===== src/rtl/powlib_busarb_if.sv =====
// Bus bundle between B_RQS requesters, the arbiter and the single downstream write port.
// The arbiter uses the slave view; the environment driving requesters and wrrdy uses master.
interface powlib_busarb_if #(
  parameter int B_RQS = 3,
  parameter int B_AW  = 32,
  parameter int B_DW  = 40
);
  logic [B_AW*B_RQS-1:0] rqaddrs;
  logic [B_DW*B_RQS-1:0] rqdatas;
  logic [B_RQS-1:0]      rqlasts;
  logic [B_RQS-1:0]      rqvlds;
  logic [B_RQS-1:0]      rqrdys;
  logic [B_AW-1:0]       wraddr;
  logic [B_DW-1:0]       wrdata;
  logic                  wrvld;
  logic                  wrrdy;
  logic [B_RQS-1:0]      grants;

  modport slave (
    input  rqaddrs, rqdatas, rqlasts, rqvlds, wrrdy,
    output rqrdys, wraddr, wrdata, wrvld, grants
  );

  modport master (
    output rqaddrs, rqdatas, rqlasts, rqvlds, wrrdy,
    input  rqrdys, wraddr, wrdata, wrvld, grants
  );
endinterface


===== src/rtl/powlib_busarb.sv =====
// Packet-level round-robin arbiter merging B_RQS powlib write requesters onto one registered port.
// Handshake: a beat moves on the rising clk edge when vld and rdy are both high; senders hold addr/data/last while vld && !rdy.
module powlib_busarb #(
  parameter int B_RQS     = 3,
  parameter int B_AW      = 32,
  parameter int B_DW      = 40,
  parameter int MAX_BEATS = 8,
  parameter int IDLE_MAX  = 16
) (
  input  logic                       clk,
  input  logic                       rst,
  powlib_busarb_if.slave             bus,
  output logic                       dbg_state_o,
  output logic [$clog2(B_RQS)-1:0]   dbg_ptr_o
);
  localparam int PW = $clog2(B_RQS);
  localparam int BW = $clog2(MAX_BEATS + 1);
  localparam int IW = $clog2(IDLE_MAX + 1);

  typedef enum logic {IDLE = 1'b0, GRANT = 1'b1} state_t;

  state_t          state_q;
  logic [PW-1:0]   ptr_q;
  logic [PW-1:0]   gidx_q;
  logic [BW-1:0]   bcnt_q;
  logic [IW-1:0]   icnt_q;
  logic [B_RQS-1:0] grants_q;
  logic [B_AW-1:0] wraddr_q;
  logic [B_DW-1:0] wrdata_q;
  logic            wrvld_q;

  logic            accept;
  logic            xfer;
  logic            g_vld;
  logic            g_last;
  logic [B_AW-1:0] g_addr;
  logic [B_DW-1:0] g_data;
  logic            sel_found;
  logic [PW-1:0]   sel_idx;
  logic [PW:0]     cand;
  logic [PW-1:0]   next_ptr;

  assign accept = ~wrvld_q | bus.wrrdy;

  always_comb begin
    g_vld  = 1'b0;
    g_last = 1'b0;
    g_addr = '0;
    g_data = '0;
    for (int i = 0; i < B_RQS; i++) begin
      if (gidx_q == PW'(i)) begin
        g_vld  = bus.rqvlds[i];
        g_last = bus.rqlasts[i];
        g_addr = bus.rqaddrs[B_AW*i +: B_AW];
        g_data = bus.rqdatas[B_DW*i +: B_DW];
      end
    end
  end

  // First requesting index at or after ptr, wrapping modulo B_RQS.
  always_comb begin
    sel_found = 1'b0;
    sel_idx   = '0;
    cand      = '0;
    for (int k = 0; k < B_RQS; k++) begin
      cand = {1'b0, ptr_q} + (PW+1)'(k);
      if (cand >= (PW+1)'(B_RQS)) cand = cand - (PW+1)'(B_RQS);
      if (!sel_found && bus.rqvlds[cand[PW-1:0]]) begin
        sel_found = 1'b1;
        sel_idx   = cand[PW-1:0];
      end
    end
  end

  assign next_ptr   = (gidx_q == PW'(B_RQS - 1)) ? '0 : gidx_q + PW'(1);
  assign xfer       = (state_q == GRANT) & g_vld & accept;
  assign bus.rqrdys = (state_q == GRANT) ? (grants_q & {B_RQS{accept}}) : '0;

  always_ff @(posedge clk or negedge rst) begin
    if (!rst) begin
      state_q  <= IDLE;
      ptr_q    <= '0;
      gidx_q   <= '0;
      bcnt_q   <= '0;
      icnt_q   <= '0;
      grants_q <= '0;
      wraddr_q <= '0;
      wrdata_q <= '0;
      wrvld_q  <= 1'b0;
    end else begin
      // Output register drains whenever downstream is ready, independent of the FSM.
      if (xfer) begin
        wraddr_q <= g_addr;
        wrdata_q <= g_data;
        wrvld_q  <= 1'b1;
      end else if (bus.wrrdy) begin
        wrvld_q  <= 1'b0;
      end

      case (state_q)
        IDLE: begin
          if (sel_found) begin
            state_q  <= GRANT;
            grants_q <= B_RQS'(1) << sel_idx;
            gidx_q   <= sel_idx;
            bcnt_q   <= '0;
            icnt_q   <= '0;
          end
        end
        GRANT: begin
          if (xfer) begin
            bcnt_q <= bcnt_q + BW'(1);
            icnt_q <= '0;
            if (g_last || bcnt_q == BW'(MAX_BEATS - 1)) begin
              state_q  <= IDLE;
              grants_q <= '0;
              ptr_q    <= next_ptr;
            end
          end else if (!g_vld) begin
            // Backpressure with vld high leaves icnt untouched, so only true silence times out.
            if (icnt_q == IW'(IDLE_MAX - 1)) begin
              state_q  <= IDLE;
              grants_q <= '0;
              ptr_q    <= next_ptr;
            end else begin
              icnt_q <= icnt_q + IW'(1);
            end
          end
        end
      endcase
    end
  end

  assign bus.grants  = grants_q;
  assign bus.wraddr  = wraddr_q;
  assign bus.wrdata  = wrdata_q;
  assign bus.wrvld   = wrvld_q;
  assign dbg_state_o = (state_q == GRANT);
  assign dbg_ptr_o   = ptr_q;
endmodule


===== src/flat_wrapper.sv =====
// flat-port wrapper written by rule: the top's interface ports become plain ports
module powlib_busarb_flat 
#(
  parameter int B_RQS     = 3,
  parameter int B_AW      = 32,
  parameter int B_DW      = 40,
  parameter int MAX_BEATS = 8,
  parameter int IDLE_MAX  = 16
)
  (clk, rst, dbg_state_o, dbg_ptr_o, bus_rqaddrs, bus_rqdatas, bus_rqlasts, bus_rqvlds, bus_wrrdy, bus_rqrdys, bus_wraddr, bus_wrdata, bus_wrvld, bus_grants);
  powlib_busarb_if #(.B_RQS(B_RQS), .B_AW(B_AW), .B_DW(B_DW)) bus_i ();
  input  logic clk;
  input  logic rst;
  output logic dbg_state_o;
  output logic [$clog2(B_RQS)-1:0] dbg_ptr_o;
  input wire logic [$bits(bus_i.rqaddrs)-1:0] bus_rqaddrs;
  input wire logic [$bits(bus_i.rqdatas)-1:0] bus_rqdatas;
  input wire logic [$bits(bus_i.rqlasts)-1:0] bus_rqlasts;
  input wire logic [$bits(bus_i.rqvlds)-1:0] bus_rqvlds;
  input wire logic [$bits(bus_i.wrrdy)-1:0] bus_wrrdy;
  output wire logic [$bits(bus_i.rqrdys)-1:0] bus_rqrdys;
  output wire logic [$bits(bus_i.wraddr)-1:0] bus_wraddr;
  output wire logic [$bits(bus_i.wrdata)-1:0] bus_wrdata;
  output wire logic [$bits(bus_i.wrvld)-1:0] bus_wrvld;
  output wire logic [$bits(bus_i.grants)-1:0] bus_grants;
  assign bus_i.rqaddrs = bus_rqaddrs;
  assign bus_i.rqdatas = bus_rqdatas;
  assign bus_i.rqlasts = bus_rqlasts;
  assign bus_i.rqvlds = bus_rqvlds;
  assign bus_i.wrrdy = bus_wrrdy;
  assign bus_rqrdys = bus_i.rqrdys;
  assign bus_wraddr = bus_i.wraddr;
  assign bus_wrdata = bus_i.wrdata;
  assign bus_wrvld = bus_i.wrvld;
  assign bus_grants = bus_i.grants;
  powlib_busarb #(.B_RQS(B_RQS), .B_AW(B_AW), .B_DW(B_DW), .MAX_BEATS(MAX_BEATS), .IDLE_MAX(IDLE_MAX)) u_core (.clk(clk), .rst(rst), .bus(bus_i), .dbg_state_o(dbg_state_o), .dbg_ptr_o(dbg_ptr_o));
endmodule

===== config.mk =====
export PLATFORM = sky130hd
export DESIGN_NAME = powlib_busarb_flat
export DESIGN_NICKNAME = d
export VERILOG_FILES = /design/src/rtl/powlib_busarb_if.sv /design/src/rtl/powlib_busarb.sv /design/src/flat_wrapper.sv
export SDC_FILE = /design/constraint.sdc
export NUM_CORES = 1
export LEC_CHECK = 0
export CAP_MARGIN = 10
export CORE_ASPECT_RATIO = 1.4
export CORE_MARGIN = 4
export CORE_UTILIZATION = 38
export CTS_CLUSTER_DIAMETER = 200
export DETAILED_ROUTE_END_ITERATION = 8
export PLACE_DENSITY = 0.86
export SLEW_MARGIN = 30
export SYNTH_ARGS = -nofsm -noshare
export SYNTH_HDL_FRONTEND = slang
export SYNTH_SLANG_ARGS = --single-unit

===== constraint.sdc =====
create_clock -name clk -period 2.7 [get_ports clk]
set_input_delay 0.54 -clock clk [delete_from_list [all_inputs] [get_ports clk]]
set_output_delay 0.54 -clock clk [all_outputs]
set_load 0.01 [all_outputs]

# Word-level counts from Yosys, hierarchy flattened
# Index checks and enable logic that the tools add are counted.
# totals
ff_bits	90
inputBits	225
out_inout_bits	82
word_cells	110
# classes
n_addsub	8
magnitude_cmp	6
n_eq_ne	12
shifts	1
muxes	55
n_bitwise	6
n_reduce_logical	13
# ops
op	n
2-to-1 mux 40 bit	3
2-to-1 mux 32 bit	3
2-to-1 mux 2 bit	11
2-to-1 mux 5 bit	4
2-to-1 mux 1 bit	19
2-to-1 mux 3 bit	6
!= test 3 bit (second input constant)	4
case mux 5 bit (2 select lines)	1
< comparator 2 x 3 -> 1 bit (second input constant)	3
2-to-1 mux 4 bit	2
case mux 4 bit (2 select lines)	1
AND reduction 4 bit	2
binary-select mux 1 bit (select 2 bit)	3
greater-or-equal comparator 3 x 2 -> 1 bit (second input constant)	2
case mux 3 bit (2 select lines)	1
subtractor 2 bit (second input constant)	3
adder 5 x 1 -> 5 bit (second input constant)	1
equality test 5 x 4 -> 1 bit (second input constant)	1
adder 4 x 1 -> 4 bit (second input constant)	1
equality test 4 x 3 -> 1 bit (second input constant)	1
!= test 2 x 1 -> 1 bit (second input constant)	2
!= test 2 bit (second input constant)	2
AND reduction 2 bit	2
nonzero test 2 bit	2
17 further kinds	21

# Logic depth before layout (Yosys ltp)
# Gate-level depths: netlist of run 1.
# depth
ltp_word	14
ltp_mapped	9

# Worst setup path before layout of run 1
# Ideal clock, no wire load.
# synth_timing
kind	flip-flop to flip-flop
startpoint	reg u_core.ptr_q[0], in the netlist u_core.dbg_ptr_o[0]
endpoint	reg u_core.grants_q[2], in the netlist u_core.bus.grants[2]
setup_ps	134
arrival_ps	1855
setup_slack_ps	711
path_stages_with_launch	9
n_path_buf	1
synth_period_minus_slack_ps	1989
path_cell_list	dfrtp_1 -> inv_1 -> ha_1 -> clkbuf_1 -> nor4bb_1 -> a31oi_1 -> o21a_1 -> o32ai_1 -> o22ai_1
# synth_via
elab_chain_len	14
# synth_lines
element	line_no	rtl
start: declaration	powlib_busarb.sv:23	logic [PW-1:0] ptr_q;
start signal: assignment	powlib_busarb.sv:117	ptr_q <= next_ptr;
start signal: assignment	powlib_busarb.sv:124	ptr_q <= next_ptr;
branches (longest 14 deep; another with adder 2 x 1 -> 3 bit)	n/a	
end signal: assignment	powlib_busarb.sv:104	grants_q <= B_RQS'(1) << sel_idx;
end: declaration	powlib_busarb.sv:27	logic [B_RQS-1:0] grants_q;
# Parallel ways; which one is timed is not known. The select of a mux whose other input is x is not followed.
# A chain may end at the register's enable or synchronous reset.

# Final worst setup path of run 1
# layout_timing
startpoint	in bus_wrrdy
endpoint	out bus_rqrdys[0]
# layout_via
elab_chain_len	3
# layout_lines
element	line_no	rtl
start: declaration	flat_wrapper.sv:20	input wire logic [$bits(bus_i.wrrdy)-1:0] bus_wrrdy;
bitwise OR 1 bit	powlib_busarb.sv:43	assign accept = ~wrvld_q | bus.wrrdy;
bitwise AND 3 bit	powlib_busarb.sv:77	assign bus.rqrdys = (state_q == GRANT) ? (grants_q & {B_RQS{accept}}) : '0;
2-to-1 mux 3 bit	powlib_busarb.sv:77	
end: declaration	flat_wrapper.sv:21	output wire logic [$bits(bus_i.rqrdys)-1:0] bus_rqrdys;
# No other way between the ends.

==> results of run 1 <==
[per-stage QoR]
| stage | hold slack [ns] | util (%) |
|---|---|---|
| floorplan | 0.244 | - |
| global placement | 0.417 | 63.2 |
| detailed placement | 0.419 | 63.2 |
| CTS | 0.0585 | 65.4 |
| global route | 0.0615 | 65.4 |
| finish | 0.0622 | 65.4 |
[metal layers]
layer	global-route usage (%)	wire length, µm	vias to the layer above
met5	0	13	-
met4	8.45	506	2
met3	6.10	1360	35
met2	42.7	10100	213
met1	23.5	6480	2472
li1	-	-	2670
[final cells by class]
class	count	area, µm²	area share [%]
repair buffers	323	3230	36.8
well taps	182	228	2.60
multi-input cells	460	2710	30.9
clock inverters	4	25.0	0.286
flip-flops and latches	90	2260	25.8
clock buffers	12	267	3.04
inverters	12	45.0	0.514
[state kept, by name, summed over array words and instances (netlist names)]
signal              count
u_core.bcnt_q           4
u_core.bus.grants       3
u_core.bus.wraddr      32
u_core.bus.wrdata      40
u_core.bus.wrvld        1
u_core.dbg_ptr_o        2
u_core.dbg_state_o      1
u_core.gidx_q           2
u_core.icnt_q           5
[power by group]
part | total [mW] | internal [mW] | switching (mW) | leakage [nW]
combinational | 5.04 | 2.45 | 2.58 | 2.54
clock | 1.20 | 0.696 | 0.507 | 0.141
sequential | 2.36 | 1.97 | 0.392 | 1.13
[Yosys cell counts (all sizes together), types with 4 or more instances]
cell type / count / area [µm²]
dfrtp: 90 / 2250
nand2: 81 / 304
nor2: 81 / 304
o21ai: 81 / 409
mux2i: 79 / 791
a21oi: 76 / 384
buf: 26 / 146
clkbuf: 18 / 67.6
inv: 12 / 45.0
ha: 7 / 87.6
nand3: 7 / 35.0
o22ai: 5 / 31.3
nand2b: 4 / 25.0
nor3: 4 / 20.0
[worst max-delay path by stage]
stage                                          startpoint                          endpoint  slack (ns)
after global placement                          bus_wrrdy                     bus_rqrdys[0]        0.30
after CTS                                       bus_wrrdy                     bus_rqrdys[0]        0.28
after global routing                            bus_wrrdy                     bus_rqrdys[0]        0.20
final                                           bus_wrrdy                     bus_rqrdys[0]        0.28
after detailed placement                    bus_rqvlds[1]  u_core.bus.wraddr[2]$_DFFE_PN0P_        0.24
after floorplan           u_core.dbg_ptr_o[0]$_DFFE_PN0P_  u_core.bus.grants[2]$_DFFE_PN0P_        0.71
[logic make-up after synthesis]
family,count (synthesis),share of synthesized area [%]
AND/OR/NAND/NOR,190,15.2
AO/OA/AOI/OAI,181,19.1
flip-flops,90,43.2
multiplexers,81,15.6
buffers and inverters,56,4.97
adder cells (fa/ha/maj),7,1.68
XOR/XNOR,1,0.168
==> flow_summary.yaml, run 1 <==
route:
  via_count: 5392
  wire_per_inst_um: 17.0
  remaining_drc_errors: 0
  firstDrtPassIters: 4
  initialDrtViolationCount: 154
  route.detailed.vias_per_inst: 4.98
  detail-route-antenna-nets: 0
  routed_wl_um: 18400
layout:
  design_area_um2: 8760
  fin_nets: 1128
  most-common-layout-cells: "clkdlybuf4s50_1, dfrtp_1, nand2_1, nor2_1, mux2i_1"
  nFillCells: 1124
  antenna-diode-count: 0
  drive_gt1_share_pct: 4.88
  fin_cells: 1083
  area_growth_syn_to_layout_pct: 68.1
  layout_commonest_cell: "clkdlybuf4s50_1"
timing:
  min_period_over_period_pct: 89.5
  maxSlewHeadroom_pct: 55.7
  maxSlewViolCount: 0
  timing.final.hold_violations: 0
  timing.setup.tns_ns: 0
  final.setup_skew_ns: 0.00513
  tightestPinTransition_ns: 0.664
  max_clock_freq_ghz: 0.414
  fin_ws_ns: 0.284
  finalSetupViolations: 0
  rsz0062_at_grt: "false"
  post-route-min-period_ns: 2.42
grt:
  gr-usage-all-layers_pct: 22.7
  via_count_of_the_first_global_routing_pass: 5458
  leftover_overflow_at_the_end_of_global_routing: 0
  antenna_found_initial: 1
  grt_max_degree: 58
  grt_first_pass_wirelength_um: 28100
logic_synthesis:
  post_synthesis_async_set_or_reset_flop_share_pct: 100
  number_of_flops_mapped_to_enable_cells_by_yosys: 0
  synthesis.instances: 606
  synth-seq-cells: 90
  synth_fp_nets: 838
  distinct_cells_synth: 47
  synth_warnings: 0
  synth_flop_cell: "dfrtp_1"
  syn_area_um2: 5210
  average_instance_area_after_synthesis_um2: 8.59
  synth_sequential_area_ratio_pct: 43.2
clock_tree:
  clkSinkCount: 90
  skew_pair_late_insertion_delay_ns: 0.33
  cts_tree: "yes"
  cts_resized: 0
  hold_buffers: 0
  cts-root-buf: "clkbuf_16"
  clockBufferDepth: 2
  worst_setup_hold_path_clk_slew_ns: 0.06
  cts_setup_buffers: 0
  numCtsBuffers: 9
  h-tree-depth: 3
worst_setup_path:
  cp_max_fo: 4
  cp_num_buf_inv: 2
  criticalPathCategory: "in2out"
  critical-path-top-delay-family: "buffers and inverters"
  reg2reg_capture_point: "u_core.gidx_q[1]$_DFFE_PN0P_"
  critical_path_capture_point_type: "output port"
  cp_slowest_stage_delay_ns: 0.55
  cp_common_cell: "clkdlybuf4s50_1"
  reg2reg_launch_point: "u_core.dbg_ptr_o[0]$_DFFE_PN0P_"
  reg2regPathDepth: 7
  critical_path.slowest_cell: "clkdlybuf4s50_1"
  crit_arrival_ns: 1.88
  crit_chain: "clkdlybuf4s50_1 -> nand2b_1 -> nand2_1 -> nor2_1 -> clkdlybuf4s50_1"
  cp_num_cells: 5
  r2r_setup_slack_ns: 0.41
  critical_path_required_ns: 2.16
  cp-start-kind: "primary input"
die:
  die_height_um: 147
  initial_utilization_pct: 38.9
  floorplan.io_pins: 307
  dieWidth_um: 107
  floorplan.die_area_um2: 15700
  floorplan_row_count: 50
  core_area_um2: 13400
power:
  leak_pwr_nw: 3.81
  worst_ir_drop_on_vdd_mv: 0.734
  post-layout-total-power_mw: 8.60
  pwr_cell_area_nw_per_um2: 982
placement:
  port-buffer-count: 306
  dp_wirelength_um: 14800
  gpl.final_weighted_congestion: 0.880
  placed_cells: 1067
  place_area_um2: 8460
  dp_slack_ns: 0.240
flow_run:
  drv_cap: 0
outcome:
  run_status: "finished clean"
worst_hold_path:
  timing.hold.worst.class: "in2async"
Note: power is estimated with default switching activity, not from simulation.
==> run 2, diff against run 1 <==
CAP_MARGIN = 15   (was 10)
==> results of run 2 <==
Final layout, timing and power as in run 1 (identical DEF).
==> run 3, diff against run 2 <==
ABC_AREA = 1   (was default)
PLACE_DENSITY = 0.87   (was 0.86)
==> run 3 against run 2 <==
Area after synthesis is 3.0% lower. Combinational power is 6.3% higher. Register-to-register slack better by 0.30 ns. Utilization is 1.1 points higher. Die area fell by 2.8%. Cell area is 1.8% lower. Highest routed layer is now met4.
==> flow_summary.yaml, run 3 <==
clock_tree:
  h-tree-depth: 3
  worst_setup_hold_path_clk_slew_ns: 0.06
  skew_pair_late_insertion_delay_ns: 0.34
  cts-root-buf: "clkbuf_16"
  clockBufferDepth: 2
  cts_resized: 0
  cts_setup_buffers: 0
  hold_buffers: 0
  clkSinkCount: 90
  numCtsBuffers: 9
  cts_tree: "yes"
timing:
  maxSlewViolCount: 0
  tightestPinTransition_ns: 0.478
  timing.setup.tns_ns: 0
  final.setup_skew_ns: 0.00889
  post-route-min-period_ns: 2.52
  timing.final.hold_violations: 0
  min_period_over_period_pct: 93.2
  max_clock_freq_ghz: 0.397
  rsz0062_at_grt: "false"
  finalSetupViolations: 0
  maxSlewHeadroom_pct: 68.1
route:
  initialDrtViolationCount: 259
  remaining_drc_errors: 0
  wire_per_inst_um: 16.2
  routed_wl_um: 18200
  route.detailed.vias_per_inst: 5.02
  via_count: 5639
  firstDrtPassIters: 4
  detail-route-antenna-nets: 0
placement:
  dp_wirelength_um: 14200
  placed_cells: 1107
  gpl.final_weighted_congestion: 0.864
  port-buffer-count: 306
grt:
  grt_first_pass_wirelength_um: 27500
  grt_max_degree: 59
  leftover_overflow_at_the_end_of_global_routing: 0
  gr-usage-all-layers_pct: 22.9
  via_count_of_the_first_global_routing_pass: 5561
  antenna_found_initial: 0
worst_hold_path:
  timing.hold.worst.class: "in2async"
power:
  worst_ir_drop_on_vdd_mv: 0.700
  pwr_cell_area_nw_per_um2: 1070
  leak_pwr_nw: 3.53
logic_synthesis:
  ys_top_cells_by_area: "dfrtp_1, nand2_1, o21a_1, nand4_1, inv_1"
  number_of_flops_mapped_to_enable_cells_by_yosys: 0
  synth-seq-cells: 90
  yosys-mux-area-fraction_pct: 0
  fraction_of_synthesized_cell_area_in_xor_and_xnor_cells_pct: 0.520
  synthesis.instances: 651
  synth_flop_cell: "dfrtp_1"
  synth_warnings: 0
  syn_area_um2: 5050
  synth_top_family_by_area: "simple AND/OR/NAND/NOR gates"
  synth_fp_nets: 883
  synth_top_cells_by_count: "nand2_1, dfrtp_1, nand4_1"
  synthMostInstantiatedCell: "nand2_1"
  post_synthesis_async_set_or_reset_flop_share_pct: 100
  average_instance_area_after_synthesis_um2: 7.76
  synth_sequential_area_ratio_pct: 44.6
  synth_simple_gate_area_share_pct: 33.9
  synth_compound_gate_area_share_pct: 12.7
  distinct_cells_synth: 25
  yosys.area_share.adder_pct: 1.73
  yosysTopAreaCellShare_pct: 44.6
  synthDominantAreaCellType: "dfrtp_1"
layout:
  layout_commonest_cell: "clkdlybuf4s50_1"
  most-common-layout-cells: "clkdlybuf4s50_1, nand2_1, dfrtp_1"
  area_growth_syn_to_layout_pct: 70.2
  drive_gt1_share_pct: 3.81
  nFillCells: 1078
  fin_cells: 1123
  largest_register_ffs: 40
  fin_nets: 1172
  antenna-diode-count: 0
flow_run:
  drv_cap: 0
worst_setup_path:
  critical_path_required_ns: 2.16
  cp_max_fo: 3
  crit_arrival_ns: 1.98
  critical_path_capture_point_type: "output port"
  cp-start-kind: "primary input"
  criticalPathCategory: "in2out"
die:
  die_height_um: 144
  floorplan.io_pins: 307
  floorplan_row_count: 49
  floorplan.die_area_um2: 15200
  dieWidth_um: 105
  initial_utilization_pct: 39.1
  core_area_um2: 12900
outcome:
  run_status: "finished clean"
## run 3: worst max-delay path: stages
cell and delay, ns:
clkdlybuf4s50_1 0.48, nor2_1 0.07, nor2_2 0.16, inv_1 0.09, nor2_1 0.09, clkdlybuf4s50_1 0.54
## run 3: kinds of logic after synthesis
logic type      after synthesis
simple gates                393
compound gates               90
flops                        90
buf+inv                      68
fa+ha+maj                     7
xor+xnor                      3
## run 3: final cells by class
class,count,area [µm²],share of cell area [%]
Clock buffer,10,239,2.78
Sequential cell,90,2250,26.2
Multi-Input combinational cell,493,2480,28.8
Inverter,29,111,1.29
Timing Repair Buffer,317,3210,37.3
Clock inverter,6,90.1,1.05
Tap cell,178,223,2.59
## run 3: worst paths after layout
path	to	from	depth (start not counted)	slack [ns]
max in group asynchronous	u_core.bus.wrdata[7]$_DFFE_PN0P_	rst	2	1.99
hold reg to reg	u_core.icnt_q[4]$_DFFE_PN0P_	u_core.icnt_q[4]$_DFFE_PN0P_	2	0.48
setup reg to reg	u_core.icnt_q[3]$_DFFE_PN0P_	u_core.dbg_ptr_o[0]$_DFFE_PN0P_	10	0.71
hold / removal	u_core.bus.grants[2]$_DFFE_PN0P_	rst	1	0.04
setup / recovery	bus_rqrdys[0]	bus_wrrdy	6	0.18
min in group clk	u_core.icnt_q[4]$_DFFE_PN0P_	u_core.icnt_q[4]$_DFFE_PN0P_	2	0.48
## run 3: layer usage
metal	GRT usage, %	up-vias	wire length (µm)
met5	0	-	0
met4	11.7	0	788
met3	7.73	57	1530
met2	41.2	234	9410
met1	23.7	2582	6470
li1	-	2766	-
## run 3: power breakdown
part | internal (mW) | switching (mW) | total, mW
clock | 0.836 | 0.542 | 1.38
sequential | 2.04 | 0.380 | 2.42
combinational | 2.58 | 2.78 | 5.36
## run 3: per-stage QoR
step	setup slack (ns)	hold slack, ns	power, mW	instance area [µm²]	util (%)
finish	0.184	0.0388	9.16	8600	66.5
detailed placement	0.181	0.396	7.85	8270	63.9
CTS	0.172	0.0321	9.26	8600	66.5
global placement	0.194	0.392	7.72	8270	63.9
floorplan	0.968	0.244	5.50	5050	-
global route	0.124	0.0309	9.86	8600	66.5
